**config.mk**
```make
export PLATFORM = sky130hd
export DESIGN_NAME = fn_sweep_ctrl
export DESIGN_NICKNAME = d
export VERILOG_FILES = /design/src/rtl/fn_sweep_pkg.sv /design/src/rtl/fn_sweep_ctrl.sv
export SDC_FILE = /design/constraint.sdc
export NUM_CORES = 1
export LEC_CHECK = 0
export BUFFER_PORTS_ARGS = -buffer_cell sky130_fd_sc_hd__buf_4
export CORE_MARGIN = 2
export CORE_UTILIZATION = 50
export DETAILED_ROUTE_END_ITERATION = 10
export PLACE_DENSITY = 0.8
export RECOVER_POWER = 25
export SETUP_SLACK_MARGIN = 0.05
export SKIP_CTS_REPAIR_TIMING = 1
export SKIP_LAST_GASP = 1
export SLEW_MARGIN = 10
export SYNTH_ARGS = -nofsm -noshare
export SYNTH_HDL_FRONTEND = slang
export SYNTH_SLANG_ARGS = --single-unit
```
**constraint.sdc**
```tcl
create_clock -name clk -period 7.3 [get_ports clk]
set_input_delay 0.73 -clock clk [delete_from_list [all_inputs] [get_ports clk]]
set_output_delay 0.73 -clock clk [all_outputs]
set_load 0.03 [all_outputs]
```
**src/rtl/fn_sweep_pkg.sv**
```systemverilog
// Shared constants for the logic-function sweep sequencer: FSM encoding and
// vector-space sizing.
package fn_sweep_pkg;

  typedef logic [1:0] state_t;

  localparam state_t IDLE   = 2'd0;
  localparam state_t WAIT   = 2'd1;
  localparam state_t SAMPLE = 2'd2;
  localparam state_t DONE   = 2'd3;

  localparam int N_VEC = 16;
  localparam int IDX_W = 4;

endpackage

```
**src/rtl/fn_sweep_ctrl.sv**
```systemverilog
// Drives a 4-input combinational unit through all 16 vectors, samples its
// output after SETTLE cycles, and reports the measured truth table vs expected.
module fn_sweep_ctrl
  import fn_sweep_pkg::*;
#(
  parameter int SETTLE = 1
) (
  input  logic        clk,
  input  logic        reset,
  input  logic        start,
  input  logic [15:0] expected,
  input  logic        f_in,
  output logic [3:0]  abcd,
  output logic        busy,
  output logic        done,
  output logic [15:0] table_out,
  output logic [4:0]  mismatch_cnt,
  output logic        pass,
  output logic [1:0]  state_dbg
);

  localparam logic [3:0] SETTLE_LD = 4'(SETTLE - 1);
  localparam logic [IDX_W-1:0] LAST_IDX = IDX_W'(N_VEC - 1);
  localparam logic [4:0] MM_MAX = 5'(N_VEC);

  state_t            state_q;
  state_t            state_d;
  logic [IDX_W-1:0]  idx_q;
  logic [3:0]        cnt_q;
  logic [15:0]       exp_q;
  logic [15:0]       table_q;
  logic [4:0]        mm_q;
  logic              pass_q;
  logic              miss;

  // Handshake: a sweep is accepted only when start=1 is seen in IDLE; done is
  // a single-cycle pulse and busy covers every non-IDLE cycle, so requesters
  // must wait for busy=0 before their next start can be taken.
  always_ff @(posedge clk or posedge reset) begin
    if (reset) state_q <= IDLE;
    else       state_q <= state_d;
  end

  always_comb begin
    state_d = state_q;
    case (state_q)
      IDLE:    if (start) state_d = WAIT;
      WAIT:    if (cnt_q == 4'd0) state_d = SAMPLE;
      SAMPLE:  state_d = (idx_q == LAST_IDX) ? DONE : WAIT;
      DONE:    state_d = IDLE;
      default: state_d = IDLE;
    endcase
  end

  always_comb begin
    busy = 1'b0;
    done = 1'b0;
    case (state_q)
      WAIT, SAMPLE: busy = 1'b1;
      DONE: begin
        busy = 1'b1;
        done = 1'b1;
      end
      default: ;
    endcase
  end

  assign miss = f_in ^ exp_q[idx_q];

  always_ff @(posedge clk or posedge reset) begin
    if (reset) begin
      idx_q   <= '0;
      cnt_q   <= '0;
      exp_q   <= '0;
      table_q <= '0;
      mm_q    <= '0;
      pass_q  <= 1'b0;
    end else begin
      case (state_q)
        IDLE: begin
          if (start) begin
            exp_q   <= expected;
            table_q <= '0;
            mm_q    <= '0;
            pass_q  <= 1'b0;
            idx_q   <= '0;
            cnt_q   <= SETTLE_LD;
          end
        end
        WAIT: begin
          if (cnt_q != 4'd0) cnt_q <= cnt_q - 4'd1;
        end
        SAMPLE: begin
          table_q[idx_q] <= f_in;
          if (miss && mm_q != MM_MAX) mm_q <= mm_q + 5'd1;
          // pass is resolved here so it is already valid during the DONE cycle
          if (idx_q == LAST_IDX) begin
            pass_q <= (mm_q == 5'd0) && !miss;
          end else begin
            idx_q <= idx_q + 1'b1;
            cnt_q <= SETTLE_LD;
          end
        end
        default: ;
      endcase
    end
  end

  // idx is held after a sweep, so abcd stays at 15 until the next start
  assign abcd         = idx_q;
  assign table_out    = table_q;
  assign mismatch_cnt = mm_q;
  assign pass         = pass_q;
  assign state_dbg    = state_q;

endmodule

```
# [After elaboration in Yosys (flattened, before gate mapping)]
# Index checks and enable logic that the tools add are counted.
[op_classes] magnitude_cmp=2 mux=25 n_bitwise=1 n_addsub=3 eq_ne=11 n_reduce_logical=18
[ops] operator="one-hot mux 16 bit (2 select lines)" count=1
[ops] operator="bitwise mux 16 bit" count=1
[ops] operator="2-to-1 mux 16 bit" count=1
[ops] operator="2-to-1 mux 4 bit" count=4
[ops] operator="!= test 2 bit, second input constant" count=6
[ops] operator="one-hot mux 4 bit (3 select lines)" count=1
[ops] operator="2-to-1 mux 5 bit" count=2
[ops] operator="one-hot mux 5 bit (2 select lines)" count=1
[ops] operator="AND reduction 3 bit" count=3
[ops] operator="one-hot mux 2 bit (4 select lines)" count=1
[ops] operator="one-hot mux 4 bit (2 select lines)" count=1
[ops] operator="2-to-1 mux 1 bit" count=6
[ops] operator="2-to-1 mux 2 bit" count=3
[ops] operator="AND reduction 2 bit" count=3
[ops] operator="adder 5 x 1 -> 5 bit, second input constant" count=1
[ops] operator="logical NOT 5 bit" count=1
[ops] operator="less-than comparator 4 x 5 -> 1 bit, second input constant" count=1
[ops] operator="!= test 5 bit, second input constant" count=1
[ops] operator="adder 4 x 1 -> 4 bit, second input constant" count=1
[ops] operator="binary-select mux 1 bit (select 4 bit)" count=1
[ops] operator="demux 1 bit (select 4 bit)" count=1
[ops] operator="== test 2 bit, second input constant" count=2
[ops] operator="== test 4 bit, second input constant" count=1
[ops] operator="greater-or-equal comparator 4 x 1 -> 1 bit, second input constant" count=1
[ops] operator="other kinds (13)" count=15
[totals] input_bits=20 output_inout_bits=30 elab_cells=67 reg_bits=48

# [Logic depth before layout (Yosys ltp)]
[logic_depth] depth_word=7 mapped_depth=7 ltp_nobuf=7

# [Worst setup path after synthesis]
# Ideal clock, no wire load.
[synth_path] path_kind="register to register" from="reg idx_q[2], in the netlist abcd[2]" to="reg mm_q[1], in the netlist mismatch_cnt[1]" period_less_slack_ps=2548 arrival_ps=2423 setup_slack_ps=4752 setup_ps=125 path_buffers=1 path_stages_with_launch=7 t_required_ps=7175 cell_sequence="dfrtp_1 buf_2 mux4_2 mux4_2 xnor2_4 nor2_2 mux2_4"
[synth_via] elab_chain_cells=6
[synth_rtl] item="from (decl)" line="fn_sweep_ctrl.sv:28" source="logic [IDX_W-1:0] idx_q;"
[synth_rtl] item="from (signal assigned)" line="fn_sweep_ctrl.sv:100" source="idx_q <= idx_q + 1'b1;"
[synth_rtl] item="binary-select mux 1 bit (select 4 bit)" line="fn_sweep_ctrl.sv:68" source="assign miss = f_in ^ exp_q[idx_q];"
[synth_rtl] item="2-to-1 mux 1 bit (implied by the code)" line="fn_sweep_ctrl.sv:68"
[synth_rtl] item="XOR 1 bit" line="fn_sweep_ctrl.sv:68"
[synth_rtl] item="logical AND 1 bit" line="fn_sweep_ctrl.sv:95" source="if (miss && mm_q != MM_MAX) mm_q <= mm_q + 5'd1;"
[synth_rtl] item="!= test 2 bit (no line)"
[synth_rtl] item="AND reduction 3 bit (no line)"
[synth_rtl] item="to (signal assigned)" line="fn_sweep_ctrl.sv:95"
[synth_rtl] item="to (decl)" line="fn_sweep_ctrl.sv:32" source="logic [4:0] mm_q;"
# No other way between the ends. The select of a mux whose other input is x is not followed.
# A chain may end at the register's enable or synchronous reset.

# [Final worst setup path]
[layout_path] from="reg idx_q[2], in the netlist abcd[2]" to="reg mm_q[4], in the netlist mismatch_cnt[4]"
# The elaborated chain is that of the path after synthesis.

==> metrics <==
YS warnings 0; post-route ant nets 0; clock network fraction of design power 17.6%; area leader, netlist dfrtp_1; slew margin rel. -20.08%; Placer Congestion 0.8228; final count of hold timing violations 0; Critical R2R Launch abcd[2]; Crit Path Class reg2reg; vias in the first global route 1952; Hold EP exp_q[9]; Seq/Total Area, Yosys 50.29%; Startpoint Class flop; # nets final 323; grt met3 use 6.077%; DRT Pass-1 Iters 4; Crit path top cell by count mux4_2; worst hold margin 0.4809 ns; RSZ-0062 raised after global routing no; grt met1 use 28.36%; clk_skew 0.01040 ns; Fmax 363.4 MHz; P_leak 1.449 nW; CP delay by family, top multiplexers; gr busiest metal met2; commonest cells in the netlist nand2_1, dfrtp_1, nand4_1, clkbuf_1, nor2_1; Crit-path slowest cell dfrtp_1; worst path required time 7.47 ns; Fin Setup TNS 0 ns; VDD IR max 0.1363 mV; final setup fails 0; Max Cap Violations 1; standard-cell rows 25; Reg power frac 42.5%; Clock Tree Root clkbuf_8; Worst-Skew Late Latency 0.30 ns; CTS max path bufs 2; CP Cell Sequence mux4_2 > mux4_2 > xnor2_4 > o311ai_0 > o41ai_1; worst stage delay on the critical path 0.72 ns; Area Overhead vs Synth 20.38%; synth top area cells dfrtp_1, nand2_1, mux4_2; sw frac 39.95%; P_int 0.0005622 W; DP HPWL 3.675 mm; Sw Pwr 0.0003741 W; Worst Max-Slew Pin Slew 1.799 ns; Worst-path clk slew 0.09 ns; hold_sp exp_q[9]; status finished with violations; grt ovf 0; post-place setup slack 4.591 ns; #FFs+latches synth 48; pins over their slew limit 49; CP Buf/Inv Count 0; failing checks capacitance limit, slew limit; reg-to-reg endpoint mismatch_cnt[4]; CTS H-tree lvls 2; die height 73.12 um; n_diodes 0; core box area 4661 sq um; syn_nets 279; initial antenna violation count 0; Netlist Area Pre-Place 2389 sq um; DRC violations left 0; post-synth top area share 50.29%; Initial Util 51.25%; Hold Crit Class reg2reg; number of buffers created by CTS 5; critical path arrival 2.92 ns; DIE AREA 5346 sq um; DRT iter0 DRCs 108; Avg Inst Size Synth 9.478 sq um; Final Cycle Share 37.70%; via count 2003; Worst R2R Path Depth 5; Synth Instances 252; Final WS setup 4.548 ns; Post-Route WL 5.344 mm; Combinational Power Share 39.9%; global routing usage on met2 34.03%; # clock sinks 48; final core utilization 61.69%; CTS tree yes; largest fanout on the critical path 18; PwrDens 325.6 nW/um^2; Chip Width 73.12 um; GRT Util Overall 21.88%; minimum clock period 2.752 ns; async set-reset flop share out of synthesis 100.0%; top_reg_cell synth dfrtp_1; most frequent cell after synthesis nand2_1; global-route wire length before repair 8.956 mm; critical path capture point type flop; share of cells above drive strength 1 22.22%; Netlist cell types 35; post-DR wirelength/cell 15.23 um; Ports 50; R2R Setup Slk 4.55 ns; Post-synth EDFFs 0; Worst Hold Path Cells 2; pin count of the biggest net entering global routing 49; Avg Vias per Cell 5.707; # port buffers 49
-- power by group through the flow --
stage / clock [W] / combinational, W / sequential (W)
detailed placement: 0 / 0.000374 / 0.000403
global placement: 0 / 0.000362 / 0.000399
floorplan: 0 / 0.000245 / 0.000418
global route: 0.000176 / 0.000419 / 0.000409
finish: 0.000165 / 0.000373 / 0.000398
CTS: 0.000165 / 0.000376 / 0.000399
-- per-stage QoR --
stage | power (W) | area (sq um) | instances
2_1_floorplan | 0.0006631 | 2389 | 252
3_3_place_gp | 0.0007610 | 2785 | 343
3_5_place_dp | 0.0007774 | 2785 | 343
4_1_cts | 0.0009395 | 2875 | 351
5_1_grt | 0.001004 | 2875 | 351
6_report | 0.0009363 | 2875 | 351
-- sequential cells by signal, summed over array words and instances, names as in the netlist --
name          count
abcd              4
cnt_q             4
exp_q            16
mismatch_cnt      5
pass              1
state_dbg         2
table_out        16
-- final cells by class --
| type | count | area [sq um] |
|---|---|---|
| Fill cell | 406 | 1785 |
| Sequential cell | 48 | 1201 |
| Multi-Input combinational cell | 181 | 1100 |
| Timing Repair Buffer | 51 | 382.9 |
| Clock buffer | 8 | 90.09 |
| Tap cell | 54 | 67.56 |
| Inverter | 9 | 33.78 |
-- worst register-to-register path, stage by stage (launching register included) --
cell,delay [ns]
dfrtp_1,0.72
mux4_2,0.57
mux4_2,0.54
xnor2_4,0.19
o311ai_0,0.44
o41ai_1,0.16
-- per-layer routing --
metal	vias to the layer above	part of all wire [%]	routed length (um)
li1	965	-	-
met1	952	44	2335
met2	74	47	2532
met3	12	6.8	362
met4	0	2.1	113
met5	-	0	0
-- cell usage in the layout, fill, tap and decap left out, types with 2 or more instances in the layout --
cell,Yosys,routed
nand2_1,80,80
buf_4,0,50
dfrtp_1,48,48
nand4_1,16,16
nor2_1,11,11
o211ai_1,10,10
inv_1,9,9
nand3_1,7,7
ha_1,7,7
o311ai_0,6,6
clkbuf_8,0,6
o21ai_0,5,5
mux4_2,5,5
nand2b_1,4,4
and2_1,3,3
nor2b_1,3,3
o41ai_1,3,3
o31ai_1,2,2
a21oi_1,2,2
nor3_1,2,2
mux2i_1,2,2
clkbuf_1,12,2
-- worst max-delay path by stage --
stage                     startpoint              end  slack, ns  cells after the start
after floorplan              abcd[2]  mismatch_cnt[1]       4.75                      6
after global placement       abcd[2]  mismatch_cnt[1]       4.73                      5
after detailed placement     abcd[2]  mismatch_cnt[4]       4.59                      5
after CTS                    abcd[2]  mismatch_cnt[4]       4.58                      5
after global routing         abcd[2]  mismatch_cnt[4]       4.39                      5
final                        abcd[2]  mismatch_cnt[4]       4.55                      5
-- logic make-up (layout without fill, tap and decap cells) --
logic type      count (synthesis)  after routing  synth area share (%)
flops                          48             48                 50.29
buf+inv                        23             68                 3.666
fa+ha+maj                       7              7                 3.667
mux                             9              9                 6.653
xor+xnor                        2              2                 1.519
simple gates                  131            131                 24.41
compound gates                 32             32                 9.796
(Power assumes the default switching activity.)
